File: src/rtl/button_pkg.sv
// Shared types and defaults for the pushbutton conditioner.
// Long-press support is enabled by BUTTON_LONG_PRESS_EN.
package button_pkg;

  typedef enum logic [1:0] {
    IDLE,
    PRESS_WAIT,
    HELD,
    RELEASE_WAIT
  } btn_state_e;

  localparam int DEBOUNCE_CYCLES_DEF = 20000;
  localparam int LONG_CYCLES_DEF     = 50000000;

  function automatic logic is_down(btn_state_e s);
    return (s == HELD) || (s == RELEASE_WAIT);
  endfunction

endpackage

File: src/rtl/button_debounce_ch.sv
// One button channel: 2-flop synchronizer, debounce FSM, event pulses.
// BUTTON_LONG_PRESS_EN adds the held-time counter and long_press_o.
module button_debounce_ch
  import button_pkg::*;
#(
  parameter int DEBOUNCE_CYCLES = DEBOUNCE_CYCLES_DEF,
  parameter int LONG_CYCLES     = LONG_CYCLES_DEF
) (
  input  logic Clk,
  input  logic Reset,
  input  logic button_i,
  output logic pressed_o,
  output logic press_o,
  output logic release_o,
  output logic long_press_o
);

  localparam int CW = $clog2(DEBOUNCE_CYCLES);
  localparam logic [CW-1:0] CNT_LAST = CW'(DEBOUNCE_CYCLES - 1);

  if (DEBOUNCE_CYCLES < 2 || LONG_CYCLES <= DEBOUNCE_CYCLES) begin : g_bad_param
    $error("button_debounce_ch: illegal DEBOUNCE_CYCLES/LONG_CYCLES");
  end

  logic sync1_q, sync2_q;
  logic btn_dn;

  // Idle level of the pad is high (released)
  always_ff @(posedge Clk) begin
    if (Reset) begin
      sync1_q <= 1'b1;
      sync2_q <= 1'b1;
    end else begin
      sync1_q <= button_i;
      sync2_q <= sync1_q;
    end
  end

  assign btn_dn = ~sync2_q;

  btn_state_e    state_q, state_d;
  logic [CW-1:0] cnt_q, cnt_d;
  logic          press_q, press_d;
  logic          release_q, release_d;

  always_ff @(posedge Clk) begin
    if (Reset) begin
      state_q   <= IDLE;
      cnt_q     <= '0;
      press_q   <= 1'b0;
      release_q <= 1'b0;
    end else begin
      state_q   <= state_d;
      cnt_q     <= cnt_d;
      press_q   <= press_d;
      release_q <= release_d;
    end
  end

  always_comb begin
    state_d   = state_q;
    cnt_d     = cnt_q;
    press_d   = 1'b0;
    release_d = 1'b0;
    case (state_q)
      IDLE: begin
        if (btn_dn) begin
          state_d = PRESS_WAIT;
          cnt_d   = '0;
        end
      end
      PRESS_WAIT: begin
        if (!btn_dn) begin
          state_d = IDLE;
        end else if (cnt_q == CNT_LAST) begin
          state_d = HELD;
          press_d = 1'b1;
        end else begin
          cnt_d = cnt_q + CW'(1);
        end
      end
      HELD: begin
        if (!btn_dn) begin
          state_d = RELEASE_WAIT;
          cnt_d   = '0;
        end
      end
      RELEASE_WAIT: begin
        if (btn_dn) begin
          state_d = HELD;
        end else if (cnt_q == CNT_LAST) begin
          state_d   = IDLE;
          release_d = 1'b1;
        end else begin
          cnt_d = cnt_q + CW'(1);
        end
      end
      default: state_d = IDLE;
    endcase
  end

  assign pressed_o = is_down(state_q);
  assign press_o   = press_q;
  assign release_o = release_q;

`ifdef BUTTON_LONG_PRESS_EN
  localparam int LW = $clog2(LONG_CYCLES + 1);
  localparam logic [LW-1:0] HOLD_LAST = LW'(LONG_CYCLES - 1);
  localparam logic [LW-1:0] HOLD_SAT  = LW'(LONG_CYCLES);

  logic [LW-1:0] hold_q, hold_d;
  logic          long_q, long_d;

  always_ff @(posedge Clk) begin
    if (Reset) begin
      hold_q <= '0;
      long_q <= 1'b0;
    end else begin
      hold_q <= hold_d;
      long_q <= long_d;
    end
  end

  // Parking at HOLD_SAT makes the pulse fire once per press
  always_comb begin
    hold_d = hold_q;
    long_d = 1'b0;
    if (press_d) begin
      hold_d = '0;
    end else if (is_down(state_q)) begin
      if (hold_q == HOLD_LAST) begin
        long_d = 1'b1;
        hold_d = HOLD_SAT;
      end else if (hold_q < HOLD_LAST) begin
        hold_d = hold_q + LW'(1);
      end
    end
  end

  assign long_press_o = long_q;
`else
  assign long_press_o = 1'b0;
`endif

endmodule

File: src/rtl/button_conditioner.sv
// NBTN independent debounced pushbuttons with press/release pulses.
// Long-press pulses exist only when BUTTON_LONG_PRESS_EN is defined.
module button_conditioner
  import button_pkg::*;
#(
  parameter int NBTN            = 2,
  parameter int DEBOUNCE_CYCLES = DEBOUNCE_CYCLES_DEF,
  parameter int LONG_CYCLES     = LONG_CYCLES_DEF
) (
  input  logic            Clk,
  input  logic            Reset,
  input  logic [NBTN-1:0] button_i,
  output logic [NBTN-1:0] pressed_o,
  output logic [NBTN-1:0] press_o,
  output logic [NBTN-1:0] release_o,
  output logic [NBTN-1:0] long_press_o
);

  for (genvar g = 0; g < NBTN; g++) begin : g_ch
    button_debounce_ch #(
      .DEBOUNCE_CYCLES(DEBOUNCE_CYCLES),
      .LONG_CYCLES    (LONG_CYCLES)
    ) u_ch (
      .Clk         (Clk),
      .Reset       (Reset),
      .button_i    (button_i[g]),
      .pressed_o   (pressed_o[g]),
      .press_o     (press_o[g]),
      .release_o   (release_o[g]),
      .long_press_o(long_press_o[g])
    );
  end

endmodule

File: config.mk
export PLATFORM = sky130hd
export DESIGN_NAME = button_conditioner
export DESIGN_NICKNAME = d
export VERILOG_FILES = /design/src/rtl/button_pkg.sv /design/src/rtl/button_debounce_ch.sv /design/src/rtl/button_conditioner.sv
export SDC_FILE = /design/constraint.sdc
export NUM_CORES = 1
export LEC_CHECK = 0
export CORE_UTILIZATION = 54
export CTS_CLUSTER_DIAMETER = 60
export DETAILED_ROUTE_END_ITERATION = 12
export HOLD_SLACK_MARGIN = 0.12
export PLACE_DENSITY = 0.79
export SYNTH_ARGS = -nofsm -noshare
export SYNTH_HDL_FRONTEND = slang
export SYNTH_SLANG_ARGS = --single-unit
File: constraint.sdc
create_clock -name Clk -period 1.78 [get_ports Clk]
set_input_delay 0.178 -clock Clk [delete_from_list [all_inputs] [get_ports Clk]]
set_output_delay 0.178 -clock Clk [all_outputs]
set_load 0.005 [all_outputs]
==> PnR_summary.wiki <==
{| class="wikitable"
! Metric !! Value
|-
| Outcome || finished clean
|-
| Mean cell area of the mapped netlist || 8.39 um2
|-
| Ys async rst share || 0%
|-
| Share of final-layout standard cells stronger than drive strength 1 || 22.8%
|-
| Least-Margin Pin Slew || 0.583 ns
|-
| Die Height || 67.5 um
|-
| Clock Tree Root || sky130_fd_sc_hd__clkbuf_8
|-
| Synthesized netlist cell count || 276
|-
| Type of the worst setup path || reg2reg
|-
| Critical register-to-register path endpoint || g_ch[0].u_ch.cnt_q[9]$_SDFFE_PP0P_
|-
| Overall overflow remaining after global route || 0
|-
| Clock Pin Slew Worst Setup and Hold Paths || 0.08 ns
|-
| Maximum Capacitance Violations || 0
|-
| Multi-input gate area || 0.00131 mm2
|-
| Layout-stage area growth over the synthesis result || 20.4%
|-
| Most instantiated flip-flop cell in the synthesis netlist || sky130_fd_sc_hd__dfxtp_1
|-
| First-pass GRT wire length || 8580 um
|-
| Clock power frac || 38.9%
|-
| CP arrival || 1.88 ns
|-
| Area taken by flip-flops and latches || 841 um2
|-
| Antenna violations before repair || 0
|-
| Area inside the core boundary || 0.00406 mm2
|-
| Final worst-path cycle share || 96.8%
|-
| Clk_lat worst skew || 0.30 ns
|-
| Power Dens Cells || 603 mW/mm2
|-
| Max FO, Critical Path || 8
|-
| Beginning of the worst register-to-register path || g_ch[0].u_ch.cnt_q[0]$_SDFFE_PP0P_
|-
| Internal portion of total power || 1.29 mW
|-
| Number of hold violations in the final report || 0
|-
| Antenna diode count || 0
|-
| Max-slew violation count || 0
|-
| Hold_buf cts || 0
|-
| Pre-CTS setup slack || -0.0972 ns
|-
| Sequential area share after synthesis || 36.3%
|-
| P_leak || 0.960 nW
|-
| Clock H-tree levels || 2
|-
| Via/cell ratio || 6.27
|-
| Number of enable flip-flop cells after synthesis || 0
|-
| Power share of the sequential group || 56.4%
|-
| Max Freq || 0.581 GHz
|-
| Max Root-Sink Buffers || 2
|-
| Cell area after synthesis || 0.00231 mm2
|-
| Combined global-route utilization of all metal layers || 25.1%
|-
| Count of vias placed by the detailed router || 2264
|-
| Min Clock Period, post-route || 1.72 ns
|-
| Violation count after the first detailed-routing iteration || 228
|-
| I/O pin count || 12
|-
| Yosys warning count || 0
|-
| Worst-case setup margin in the final layout || 0.0577 ns
|-
| TritonCTS clock tree || built
|-
| Part of the power in combinational logic || 4.8%
|-
| Peak supply drop || 0.352 mV
|-
| Largest net degree at the start of global routing || 21
|-
| Sum of routed wire length over all layers || 5570 um
|-
| Switch Pwr || 393 uW
|-
| Count of cell types in the netlist || 55
|-
| Quantity of I/O buffers inserted on ports || 9
|-
| Width of the chip || 67.5 um
|-
| Switch share || 23.4%
|-
| Standard-cell rows || 23
|-
| End of the critical path || g_ch[0].u_ch.cnt_q[9]$_SDFFE_PP0P_
|-
| Mean routed wirelength per cell || 15.4 um
|-
| Total design power || 1.68 mW
|-
| Residual DRC count || 0
|-
| Worst setup skew after layout || 0.00601 ns
|-
| Number of global-route vias before repair || 1914
|-
| Gpl congestion || 0.862
|-
| Number of clock sinks || 42
|-
| Critical path startpoint category || flip-flop
|-
| Final-stage net count || 316
|-
| Die Area || 0.00455 mm2
|-
| Starting density of the core || 57.0%
|-
| Critical Path Start || g_ch[0].u_ch.cnt_q[0]$_SDFFE_PP0P_
|-
| Cell depth of the worst flop-to-flop path || 5
|-
| Register bit total from synthesis || 42
|-
| Number of buffers created by CTS || 5
|-
| Relative slew slack || 60.7%
|-
| Worst hold path class || reg2reg
|-
| Pre-Repair DR Iteration Count || 5
|-
| CP endpoint kind || flip-flop
|-
| Count of filler cells inserted in the layout || 310
|-
| CP required || 1.94 ns
|-
| Worst R2R Setup Slack || 0.06 ns
|-
| Final setup violation count || 0
|-
| Antenna Nets Post-Route || 0
|-
| Dpl hpwl || 3990 um
|}
[flip-flops by register name, summed over array words and instances, names as in the netlist, named ones only]
signal and flops:
g_ch.u_ch.cnt_q 30, g_ch.u_ch.press_o 2, g_ch.u_ch.release_o 2, g_ch.u_ch.state_q 2, g_ch.u_ch.sync1_q 2, g_ch.u_ch.sync2_q 2
[stage by stage]
stage               cell area, um2  util [%]  setup TNS [ns]  cells  hold slack, ns
finish                        2790      68.7               0    361           0.412
global route                  2790      68.7         -0.0258    361           0.429
CTS                           2750      67.7               0    360           0.414
detailed placement            2650      65.2          -0.593    352           0.399
global placement              2650      65.2         -0.0464    352           0.394
floorplan                     2320         -               0    277           0.282
[cell families after synthesis]
| kind of cell | count (synthesis) | share of synthesized area, % |
|---|---|---|
| fa+ha+maj | 2 | 1.08 |
| mux | 4 | 1.73 |
| compound gates | 60 | 17.9 |
| buf+inv | 40 | 8.86 |
| other cells | 1 | 0.162 |
| xor+xnor | 4 | 1.51 |
| simple gates | 123 | 32.4 |
| flops | 42 | 36.3 |
[power by group through the flow]
stage | logic (mW) | clock network (mW) | registers, mW
6_report | 0.0804 | 0.654 | 0.948
5_1_grt | 0.0865 | 0.696 | 0.949
4_1_cts | 0.0769 | 0.655 | 0.947
3_5_place_dp | 0.0756 | 0 | 0.970
3_3_place_gp | 0.0742 | 0 | 0.969
2_1_floorplan | 0.0450 | 0 | 0.970
[area by class of cell]
type	count	share of cell area, %
Sequential cell	42	30.2
Timing Repair Buffer	52	15.4
Inverter	14	1.89
Multi-Input combinational cell	195	46.9
Clock inverter	2	0.449
Clock buffer	6	2.96
Tap cell	50	2.25
[cell usage after synthesis, drive strengths merged, types with 3 or more instances]
library cell / n / area share [%]
or4: 7 / 2.3
or2: 7 / 1.9
buf: 15 / 4.8
or3: 3 / 0.81
o221ai: 7 / 2.6
nand3b: 3 / 0.97
o211ai: 4 / 1.3
nand4: 17 / 5.2
nand2: 14 / 2.6
dfxtp: 42 / 36
o31ai: 5 / 1.6
and4: 8 / 3.1
a31oi: 3 / 0.81
mux2i: 4 / 1.7
o311ai: 3 / 1.5
nand2b: 6 / 1.6
clkbuf: 11 / 1.8
nor2: 11 / 1.8
nor4: 6 / 1.6
a21oi: 12 / 2.6
a311oi: 3 / 1.1
inv: 14 / 2.3
nor3: 8 / 1.7
o21ai: 15 / 3.2
nand3: 20 / 4.5
nor2b: 4 / 1.1
[timing repair]
| item | in CTS | in global routing |
|---|---|---|
| endpoints found under the setup margin | 18 | 15 |
| pin swaps | 0 | 2 |
| gates resized for setup | 3 | 6 |
| buffers inserted | 0 | 1 |
[worst min-delay path by stage]
stage / to / from / slack [ns] / cells past startpoint
final: g_ch[1].u_ch.sync2_q$_SDFF_PP1_ / g_ch[1].u_ch.sync1_q$_SDFF_PP1_ / 0.41 / 1
after global routing: g_ch[1].u_ch.sync2_q$_SDFF_PP1_ / g_ch[1].u_ch.sync1_q$_SDFF_PP1_ / 0.43 / 1
after CTS: g_ch[1].u_ch.sync2_q$_SDFF_PP1_ / g_ch[1].u_ch.sync1_q$_SDFF_PP1_ / 0.41 / 1
after detailed placement: g_ch[1].u_ch.sync2_q$_SDFF_PP1_ / g_ch[1].u_ch.sync1_q$_SDFF_PP1_ / 0.40 / 1
after global placement: g_ch[1].u_ch.sync2_q$_SDFF_PP1_ / g_ch[1].u_ch.sync1_q$_SDFF_PP1_ / 0.39 / 1
after floorplan: g_ch[0].u_ch.sync1_q$_SDFF_PP1_ / button_i[0] / 0.28 / 1
[cell usage in the layout, fill, tap and decap left out, types with 7 or more instances in the layout]
cell | netlist | routed
sky130_fd_sc_hd__a21oi_1 | 12 | 12
sky130_fd_sc_hd__buf_4 | 9 | 41
sky130_fd_sc_hd__clkdlybuf4s50_1 | 0 | 9
sky130_fd_sc_hd__dfxtp_1 | 42 | 42
sky130_fd_sc_hd__inv_1 | 14 | 14
sky130_fd_sc_hd__nand2_1 | 13 | 13
sky130_fd_sc_hd__nand3_1 | 19 | 19
sky130_fd_sc_hd__nand4_1 | 16 | 16
sky130_fd_sc_hd__nor2_1 | 11 | 11
sky130_fd_sc_hd__nor3_1 | 8 | 8
sky130_fd_sc_hd__o21ai_0 | 14 | 14
sky130_fd_sc_hd__o221ai_1 | 7 | 7
sky130_fd_sc_hd__or2_2 | 7 | 7
sky130_fd_sc_hd__or4_1 | 7 | 7
[worst max-delay path, stage by stage, from the launching register on]
cell and delay, ns:
sky130_fd_sc_hd__dfxtp_1 0.33, sky130_fd_sc_hd__ha_1 0.22, sky130_fd_sc_hd__and4_1 0.27, sky130_fd_sc_hd__and4_1 0.21
sky130_fd_sc_hd__o21ai_2 0.36, sky130_fd_sc_hd__o221ai_1 0.19
[layer usage]
layer  global-route usage [%]  vias to the layer above  part of all wire (%)
li1                         -                     1104                     -
met1                     33.3                     1059                    46
met2                     38.1                       91                    46
met3                     6.59                       10                   6.2
met4                     10.4                        0                   1.5
met5                        0                        -                     0
Note: power is estimated with default switching activity, not from simulation.
